--- config.mk ---
export PLATFORM = sky130hd
export DESIGN_NAME = venda_ctrl
export DESIGN_NICKNAME = d
export VERILOG_FILES = /design/src/rtl/venda_ctrl.sv
export SDC_FILE = /design/constraint.sdc
export NUM_CORES = 1
export LEC_CHECK = 0
export BUFFER_PORTS_ARGS = -buffer_cell sky130_fd_sc_hd__buf_2
export CELL_PAD_IN_SITES_DETAIL_PLACEMENT = 0
export CELL_PAD_IN_SITES_GLOBAL_PLACEMENT = 2
export CORE_MARGIN = 2
export CORE_UTILIZATION = 35
export CTS_BUF_LIST = sky130_fd_sc_hd__clkbuf_8
export DETAILED_ROUTE_END_ITERATION = 7
export GPL_TIMING_DRIVEN = 0
export PLACE_DENSITY_LB_ADDON = 0.1
export SETUP_SLACK_MARGIN = 0.3
export SYNTH_ARGS = -nofsm -noshare
export SYNTH_HDL_FRONTEND = slang
export SYNTH_SLANG_ARGS = --single-unit
--- constraint.sdc ---
create_clock -name clk -period 2.8 [get_ports clk]
set_input_delay 0.14 -clock clk [delete_from_list [all_inputs] [get_ports clk]]
set_output_delay 0.14 -clock clk [all_outputs]
set_load 0.05 [all_outputs]
--- src/rtl/venda_ctrl.sv ---
// venda_ctrl: vending controller for a 4-product machine.
// Accumulates 5/10/20 coins into a balance (saldo), sells a product when the
// balance covers its price, then pays back change one coin at a time.
//
// Change handshake: chg_valid/chg_coin form a valid/ack pair. While chg_valid=1
// the offered coin is held stable until chg_ack=1 is sampled; that edge takes
// the coin. chg_ack sampled while chg_valid=0 has no effect.
//
// All outputs are registered: an input sampled at edge N is visible after N.
module venda_ctrl #(
   parameter int PRICE0   = 40,
   parameter int PRICE1   = 25,
   parameter int PRICE2   = 15,
   parameter int PRICE3   = 50,
   parameter int MAXSALDO = 60,
   parameter int TIMEOUT  = 20
) (
   input  logic       clk,
   input  logic       rst,
   input  logic       coin_valid,
   input  logic [4:0] coin,
   input  logic       sel_valid,
   input  logic [1:0] sel,
   input  logic       cancel,
   input  logic       chg_ack,
   output logic [5:0] saldo,
   output logic       vend,
   output logic [1:0] prod,
   output logic       chg_valid,
   output logic [4:0] chg_coin,
   output logic       coin_rej,
   output logic       sel_err,
   output logic       busy,
   output logic [1:0] state_dbg
);

   typedef enum logic [1:0] {
      IDLE   = 2'd0,
      COUNT  = 2'd1,
      VEND   = 2'd2,
      CHANGE = 2'd3
   } state_t;

   state_t     state, state_nxt;
   logic [7:0] tmo_cnt, tmo_nxt;

   logic [5:0] saldo_nxt;
   logic       vend_nxt;
   logic [1:0] prod_nxt;
   logic       chg_valid_nxt;
   logic [4:0] chg_coin_nxt;
   logic       coin_rej_nxt;
   logic       sel_err_nxt;
   logic       busy_nxt;

   // Price lookup for the selected product.
   function automatic logic [5:0] price_of(input logic [1:0] s);
      logic [5:0] p;
      case (s)
         2'd0:    p = 6'(PRICE0);
         2'd1:    p = 6'(PRICE1);
         2'd2:    p = 6'(PRICE2);
         default: p = 6'(PRICE3);
      endcase
      return p;
   endfunction

   // Largest dispensable coin not exceeding the remaining balance.
   function automatic logic [4:0] greedy_coin(input logic [5:0] b);
      logic [4:0] c;
      if (b >= 6'd20)      c = 5'd20;
      else if (b >= 6'd10) c = 5'd10;
      else                 c = 5'd5;
      return c;
   endfunction

   logic       coin_legal;
   logic [6:0] coin_sum;
   logic       coin_fits;
   logic       coin_ok;
   logic [5:0] sel_price;
   logic       can_buy;
   logic       any_input;
   logic       tmo_expired;
   logic [5:0] chg_left;

   assign coin_legal  = (coin == 5'd5) || (coin == 5'd10) || (coin == 5'd20);
   // 7-bit sum so 60 + 20 cannot wrap before the overflow compare.
   assign coin_sum    = {1'b0, saldo} + {2'b00, coin};
   assign coin_fits   = coin_sum <= 7'(MAXSALDO);
   assign coin_ok     = coin_legal && coin_fits;
   assign sel_price   = price_of(sel);
   assign can_buy     = saldo >= sel_price;
   assign any_input   = coin_valid || sel_valid || cancel;
   assign tmo_expired = (tmo_cnt == 8'(TIMEOUT - 1));
   assign chg_left    = saldo - {1'b0, chg_coin};
   assign state_dbg   = state;

   // State and registered outputs; reset discards any sale or change in flight.
   always_ff @(posedge clk) begin
      if (rst) begin
         state     <= IDLE;
         tmo_cnt   <= 8'd0;
         saldo     <= 6'd0;
         vend      <= 1'b0;
         prod      <= 2'd0;
         chg_valid <= 1'b0;
         chg_coin  <= 5'd0;
         coin_rej  <= 1'b0;
         sel_err   <= 1'b0;
         busy      <= 1'b0;
      end else begin
         state     <= state_nxt;
         tmo_cnt   <= tmo_nxt;
         saldo     <= saldo_nxt;
         vend      <= vend_nxt;
         prod      <= prod_nxt;
         chg_valid <= chg_valid_nxt;
         chg_coin  <= chg_coin_nxt;
         coin_rej  <= coin_rej_nxt;
         sel_err   <= sel_err_nxt;
         busy      <= busy_nxt;
      end
   end

   // Next state and next values of every registered output.
   always_comb begin
      state_nxt     = state;
      tmo_nxt       = tmo_cnt;
      saldo_nxt     = saldo;
      vend_nxt      = 1'b0;
      prod_nxt      = prod;
      chg_valid_nxt = 1'b0;
      chg_coin_nxt  = 5'd0;
      coin_rej_nxt  = 1'b0;
      sel_err_nxt   = 1'b0;
      busy_nxt      = 1'b0;

      case (state)
         IDLE: begin
            tmo_nxt = 8'd0;
            if (sel_valid) sel_err_nxt = 1'b1;
            if (coin_valid) begin
               if (coin_ok) begin
                  saldo_nxt = coin_sum[5:0];
                  state_nxt = COUNT;
               end else begin
                  coin_rej_nxt = 1'b1;
               end
            end
         end

         COUNT: begin
            // Any buyer activity restarts the inactivity timer.
            if (any_input) tmo_nxt = 8'd0;
            else           tmo_nxt = tmo_cnt + 8'd1;

            if (cancel) begin
               // Full refund; a coin offered alongside is handed back.
               coin_rej_nxt  = coin_valid;
               state_nxt     = CHANGE;
               chg_valid_nxt = 1'b1;
               chg_coin_nxt  = greedy_coin(saldo);
               busy_nxt      = 1'b1;
            end else if (sel_valid) begin
               coin_rej_nxt = coin_valid;
               if (can_buy) begin
                  prod_nxt  = sel;
                  saldo_nxt = saldo - sel_price;
                  state_nxt = VEND;
                  vend_nxt  = 1'b1;
                  busy_nxt  = 1'b1;
               end else begin
                  sel_err_nxt = 1'b1;
               end
            end else if (coin_valid) begin
               if (coin_ok) saldo_nxt    = coin_sum[5:0];
               else         coin_rej_nxt = 1'b1;
            end else if (tmo_expired) begin
               // Buyer walked away: refund the whole balance.
               tmo_nxt       = 8'd0;
               state_nxt     = CHANGE;
               chg_valid_nxt = 1'b1;
               chg_coin_nxt  = greedy_coin(saldo);
               busy_nxt      = 1'b1;
            end
         end

         VEND: begin
            coin_rej_nxt = coin_valid;
            tmo_nxt      = 8'd0;
            if (saldo != 6'd0) begin
               state_nxt     = CHANGE;
               chg_valid_nxt = 1'b1;
               chg_coin_nxt  = greedy_coin(saldo);
               busy_nxt      = 1'b1;
            end else begin
               state_nxt = IDLE;
            end
         end

         CHANGE: begin
            coin_rej_nxt  = coin_valid;
            tmo_nxt       = 8'd0;
            chg_valid_nxt = 1'b1;
            chg_coin_nxt  = chg_coin;
            busy_nxt      = 1'b1;
            if (chg_ack && chg_valid) begin
               saldo_nxt = chg_left;
               if (chg_left == 6'd0) begin
                  state_nxt     = IDLE;
                  chg_valid_nxt = 1'b0;
                  chg_coin_nxt  = 5'd0;
                  busy_nxt      = 1'b0;
               end else begin
                  chg_coin_nxt = greedy_coin(chg_left);
               end
            end
         end

         default: begin
            state_nxt = IDLE;
            saldo_nxt = 6'd0;
            tmo_nxt   = 8'd0;
         end
      endcase
   end

endmodule

==> results of run 1 <==
==> synth_stat cells (2+ instances only) <==
library cell	number
nor3b_1	4
fa_1	3
nand2b_1	3
ha_1	19
nor2_1	34
a21oi_1	23
nand4_1	2
a211o_1	3
a31oi_1	6
xor2_1	10
or2_2	4
dfxtp_1	27
inv_1	15
a21boi_0	2
o31ai_1	3
and3_1	3
xnor2_1	5
nand3_1	9
o21ai_0	18
mux2_2	2
nor3_1	8
a211oi_1	5
o21a_1	5
nand2_1	25
nor2b_1	5
mux2i_1	4
o22ai_1	3
and2_1	3
clkbuf_1	4
a21o_1	7
buf_4	2
==> worst paths after layout <==
path	endpoint	cells after the start
setup / recovery	saldo[2]	8
hold / removal	prod[1]	3
setup reg to reg	saldo[2]	8
hold reg to reg	tmo_cnt[0]	1
==> cells in the final DEF, fill, tap and decap left out, types with 4 or more instances in the layout <==
cell,n
ha_1,15
o21ai_0,15
buf_2,31
a31oi_1,4
buf_4,19
a21oi_1,20
nor3b_1,4
xnor2_1,4
o21a_1,4
nand2_1,25
a21o_1,7
mux2i_1,4
nand3_1,9
clkbuf_1,4
inv_1,14
xor2_1,9
nor2b_1,5
dfxtp_1,20
nor2_1,34
dfxtp_4,5
or2_2,4
nor3_1,7
==> power by group through the flow <==
| stage | clock network (mW) | logic (mW) | registers (mW) |
|---|---|---|---|
| 3_5_place_dp | 0 | 0.311 | 0.414 |
| 6_report | 0.239 | 0.377 | 0.404 |
| 3_3_place_gp | 0 | 0.312 | 0.413 |
| 5_1_grt | 0.265 | 0.412 | 0.406 |
| 2_1_floorplan | 0 | 0.206 | 0.436 |
| 4_1_cts | 0.254 | 0.361 | 0.403 |
==> per-layer routing <==
layer	GRT usage [%]	up-vias	share of wire (%)
li1	-	1175	-
met1	25.06	1087	49
met2	31.53	34	48
met3	2.432	4	2.7
met4	2.165	0	0.60
met5	0	-	0
==> flip-flops by register name, indices dropped and copies added (netlist names) <==
name and count:
tmo_cnt 8, saldo 6, chg_coin 4, prod 2
state_dbg 2, busy 1, chg_valid 1, coin_rej 1
sel_err 1, vend 1
==> cells by family (layout without fill, tap and decap cells) <==
kind of cell / Yosys count / in the layout / share of synthesized area, %
AND/OR/NAND/NOR: 108 / 108 / 22.88
adder cells (fa/ha/maj): 22 / 22 / 12.84
multiplexers: 6 / 6 / 2.698
buffers and inverters: 26 / 78 / 5.504
AO/OA/AOI/OAI: 92 / 92 / 27.09
XOR/XNOR: 15 / 15 / 5.666
flip-flops: 27 / 27 / 23.31
==> metrics by stage <==
step	setup slack (ns)	cell area, µm²
CTS	0.3071	2844
detailed placement	-0.2248	2596
global placement	-0.2296	2596
finish	0.3416	2925
global route	0.2392	2925
floorplan	0.2390	2345
==> worst max-delay path, delay by kind of cell (launching register included) <==
family | cells | cell delay [ns]
AOI/OAI and AO/OA | 4 | 0.71
DFF | 1 | 0.40
adders and majority gates | 2 | 0.66
and+or+nand+nor | 2 | 0.63
==> cell type report <==
cell class | instances | share of cell area (%)
multi-input combinational | 243 | 61.59
sequential | 27 | 19.20
timing repair buffer | 48 | 9.666
tap | 77 | 3.293
buffer | 10 | 2.524
inverter | 16 | 2.053
clock buffer | 3 | 1.411
clock inverter | 1 | 0.2566
==> timing repair <==
item | 4_1_cts | 5_1_grt
pin swaps | 6 | 7
resized for setup | 18 | 14
setup endpoints to repair | 12 | 12
buffers inserted | 14 | 3
==> impl_metrics.csv, run 1 <==
group,metric,value,unit
setup_path,endpoint_kind,"flip-flop",
power,intPower,0.6492,mW
drt,wl_per_cell,15.70,µm
job,cap_viol_max_count,0,
clocking,cts-root-buf,"clkbuf_8",
cells_and_area,final_core_util,45.81,%
setup_path,crit_start,"saldo[0]",
power,p_per_area,348.8,nW/µm²
timing,holdWs,0.1271,ns
synthesis,synth_fp_nets,331,
timing,slew_headroom,67.45,%
setup_path,critPathKind,"flip-flop to flip-flop",
drt,vias_per_cell,5.412,
clocking,cts_tree,"built",
clocking,cts.clk_slew.worst_paths,0.11,ns
cells_and_area,area_delta_synth_final,26.17,%
cells_and_area,num-fill-cells,671,
placed_design,dp.cells,404,
synthesis,async_flop_share,0,%
synthesis,ys_ff_latch,27,
power,total_leakage_power,1.273,nW
synthesis,synthFlopType,"dfxtp_1",
floorplan,coreArea,6386,µm²
power,clockPowerShare,23.4,%
global_route,grtUsageTotal,18.29,%
floorplan,io_pins,33,
synthesis,ys.warnings.count,0,
setup_path,startpoint_type,"flip-flop",
global_route,grt_start_max_net_pins,17,
synthesis,synth_area_leaders,"dfxtp_1, ha_1, nor2_1",
floorplan,chipWidth,85.39,µm
synthesis,yosys.area.top_type,"dfxtp_1",
placed_design,io_buffer_count,31,
clocking,clk_latency,0.28,ns
setup_path,max_stage_delay,0.54,ns
setup_path,cp_max_fo,4,
synthesis,yosysTopAreaCellShare,23.31,%
floorplan,die_area,7291,µm²
setup_path,cp_data_required_time,3.01,ns
clocking,clock_sinks,27,
setup_path,cp_slowest_cell,"or4b_4",
power,p_sw,0.3711,mW
drt,drc_errors,0,
drt,drt-initial-drc-count,109,
drt,num_vias,2300,
global_route,grt_pass1_wl,10690,µm
timing,setup_viol,0,
setup_path,crit_chain,"ha_2 > fa_2 > o21ai_1 > a211oi_2 > a311oi_4 > nand2_4 > or4b_4 > a21oi_2",
placed_design,hpwl,5095,µm
floorplan,die_y,85.39,µm
cells_and_area,n_antenna_cell,0,
floorplan,initial_core_util,36.30,%
min_path,hold_class,"primary input to flip-flop",
drt,drt_wl_total,6673,µm
cells_and_area,fin_nets,384,
power,power,1.020,mW
clocking,ctsHoldBuffers,0,
cells_and_area,drive_gt1_share,28.74,%
cells_and_area,seqCellArea,561.8,µm²
global_route,grt_pass1_vias,2159,
synthesis,synth_edf_count,0,
synthesis,netlist_area,2318,µm²
synthesis,synth_cell_type_count,61,
timing,worstMarginPinSlew,0.4883,ns
timing,hold_viol,0,
placed_design,place.gp.congestion,0.8484,
timing,rsz0062_at_grt,"yes",
synthesis,synthCells,296,
timing,fin_crit_sh,87.80,%
power,pwr-share-comb,37.0,%
cells_and_area,multi_input_area,1802,µm²
timing,final-max-slew-violation-count,0,
clocking,htreeDepth,1,
floorplan,row_count,29,
timing,max_freq,0.4068,GHz
setup_path,arrival,2.67,ns
drt,ant_nets,0,
synthesis,seq_area_frac_synth,23.31,%
clocking,clockBufferDepth,2,
min_path,min-delay-start,"sel[1]",
power,peakVddDrop,0.0002615,V
setup_path,reg2reg_slack,0.34,ns
power,power_frac_seq,39.6,%
timing,period_minus_slack,2.458,ns
setup_path,reg2reg_from,"saldo[0]",
global_route,overflow,0,
global_route,antenna_found_initial,0,
drt,firstDrtPassIters,4,
cells_and_area,final_cells,425,
timing,finalSetupTns,0,ns
power,swShare,36.37,%
timing,clock_skew,0.003383,ns
run_status,status,"finished clean",
synthesis,syn_area_per_cell,7.833,µm²
clocking,cts_made_buffers,3,
(Power assumes the default switching activity.)
==> run 2, diff against run 1 <==
--- a/config.mk
+++ b/config.mk
@@ -7,3 +7,2 @@
 export LEC_CHECK = 0
-export BUFFER_PORTS_ARGS = -buffer_cell sky130_fd_sc_hd__buf_2
 export CELL_PAD_IN_SITES_DETAIL_PLACEMENT = 0
@@ -11,5 +10,6 @@
 export CORE_MARGIN = 2
-export CORE_UTILIZATION = 35
+export CORE_UTILIZATION = 39
 export CTS_BUF_LIST = sky130_fd_sc_hd__clkbuf_8
 export DETAILED_ROUTE_END_ITERATION = 7
+export DONT_BUFFER_PORTS = 1
 export GPL_TIMING_DRIVEN = 0
--- a/constraint.sdc
+++ b/constraint.sdc
@@ -3,2 +3,2 @@
 set_output_delay 0.14 -clock clk [all_outputs]
-set_load 0.05 [all_outputs]
+set_load 0.1 [all_outputs]
==> run 2 against run 1 <==
Setup slack got worse by 0.19 ns. Routed wire length increased by 3.3%. Register-to-register slack got worse by 0.19 ns. Die area decreased by 9.8%. Clock skew increased by 0.0011 ns. Sequential share of layout area increased by 0.54 points. Cell count decreased by 6.4%. Count of clock-buffer cells in the layout unchanged. Flip-flop and latch count unchanged. Via count decreased by 3.8%. Combinational power decreased by 5%. Critical path type unchanged.
==> impl_metrics.csv, run 2 (same netlist as run 1, synthesis figures left out) <==
group,metric,value,unit
timing,setup_viol,0,
floorplan,coreArea,5816,µm²
global_route,grt_start_max_net_pins,17,
power,power,1.065,mW
drt,drc_errors,0,
clocking,clock_sinks,27,
drt,ant_nets,0,
power,total_leakage_power,1.172,nW
cells_and_area,largest_registers,"tmo_cnt: 8 flops, saldo: 6 flops, chg_coin: 4 flops",
floorplan,io_pins,33,
cells_and_area,num-fill-cells,599,
global_route,grtUsageTotal,21.60,%
floorplan,chipWidth,81.10,µm
placed_design,place.gp.congestion,0.7787,
timing,hold_viol,0,
floorplan,die_y,81.10,µm
setup_path,cp_data_required_time,3.02,ns
power,peakVddDrop,0.0001849,V
global_route,antenna_found_initial,0,
timing,max_freq,0.3774,GHz
placed_design,dp.cells,371,
cells_and_area,largest_reg_flops,8,
cells_and_area,seqCellArea,580.6,µm²
drt,wl_per_cell,17.31,µm
clocking,clk_latency,0.29,ns
drt,drt_wl_total,6890,µm
run_status,status,"finished clean",
floorplan,initial_core_util,39.87,%
timing,rsz0062_at_grt,"yes",
clocking,cts_made_buffers,3,
setup_path,critPathKind,"flip-flop to flip-flop",
drt,num_vias,2213,
timing,final-max-slew-violation-count,0,
timing,period_minus_slack,2.649,ns
min_path,hold_class,"primary input to flip-flop",
timing,fin_crit_sh,94.62,%
cells_and_area,final_cell_mix,"nor2_1, nand2_1, a21oi_1, buf_4, dfxtp_1",
setup_path,cp_max_fo,6,
setup_path,startpoint_type,"flip-flop",
setup_path,endpoint_kind,"flip-flop",
drt,firstDrtPassIters,4,
cells_and_area,n_antenna_cell,0,
timing,clock_skew,0.004480,ns
global_route,grt_pass1_vias,2164,
cells_and_area,final_common_cell,"nor2_1",
cells_and_area,multi_input_area,1903,µm²
placed_design,io_buffer_count,0,
global_route,overflow,0,
clocking,cts_tree,"built",
setup_path,arrival,2.87,ns
cells_and_area,drive_gt1_share,27.86,%
timing,slew_headroom,34.70,%
timing,worstMarginPinSlew,0.9782,ns
clocking,cts-root-buf,"clkbuf_8",
drt,vias_per_cell,5.560,
floorplan,die_area,6577,µm²
cells_and_area,fin_nets,359,
job,cap_viol_max_count,0,
clocking,cts.clk_slew.worst_paths,0.10,ns
clocking,clockBufferDepth,2,
drt,drt-initial-drc-count,100,
cells_and_area,final_cells,398,
cells_and_area,area_delta_synth_final,26.82,%
global_route,grt_pass1_wl,10790,µm
clocking,htreeDepth,1,
cells_and_area,top_register,"tmo_cnt",
placed_design,hpwl,5063,µm
floorplan,row_count,28,
power,p_per_area,362.1,nW/µm²
run 2: timing repair:
item | in CTS | in global routing
gates resized for setup | 34 | 12
pin swaps | 29 | 13
buffers inserted | 17 | 3
cloned | 1 | 0
setup endpoints to repair | 16 | 14
hold buffers | 2 | 0
endpoints found under the hold margin | 2 | 0
run 2: worst paths after layout:
| check | startpoint | endpoint | slack [ns] | cells past startpoint |
|---|---|---|---|---|
| max | saldo[0] | saldo[2] | 0.15 | 8 |
| min | coin_valid | saldo[0] | 0.06 | 2 |
| max reg2reg | saldo[0] | saldo[2] | 0.15 | 8 |
| min reg2reg | tmo_cnt[0] | tmo_cnt[0] | 0.47 | 1 |
run 2: metal layers:
metal	GRT usage, %	up-vias	part of all wire (%)
li1	-	1117	-
met1	26.96	1044	45
met2	38.10	45	49
met3	3.222	7	4.1
met4	6.780	0	1.4
met5	0	-	0
run 2: through the flow:
| stage | util [%] | setup slack (ns) | TNS (ns) | hold WS (ns) | instance area [µm²] |
|---|---|---|---|---|---|
| global route | 50.56 | 0.04650 | 0 | 0.06398 | 2940 |
| finish | 50.56 | 0.1506 | 0 | 0.05766 | 2940 |
| floorplan | - | 0.1946 | 0 | 0.2703 | 2421 |
| CTS | 49.16 | 0.1865 | 0 | 0.05000 | 2859 |
| detailed placement | 43.24 | -0.2791 | -1.301 | 0.2821 | 2515 |
| global placement | 43.24 | -0.2831 | -1.309 | 0.2882 | 2515 |
run 2: final cells by class:
class                      instances  share of cell area (%)
timing repair buffer              23                   6.043
sequential                        27                   19.74
clock buffer                       3                   1.404
buffer                            10                   2.553
tap                               75                   3.191
inverter                          16                   2.128
clock inverter                     1                  0.2128
multi-input combinational        243                   64.72
run 2: critical path, stage by stage, from the launching register on:
cell and delay, ns:
dfxtp_4 0.61, ha_4 0.20, fa_2 0.45, o21ai_2 0.18, a211oi_2 0.07, a311oi_4 0.38, nand2_4 0.08, or4b_4 0.49
a21oi_2 0.11
run 2: where the power goes:
group	total (mW)	leakage, nW	switching [mW]	internal, mW
Sequential	0.460	0.227	0.0737	0.386
Combinational	0.360	0.918	0.194	0.166
Clock	0.245	0.0260	0.142	0.103
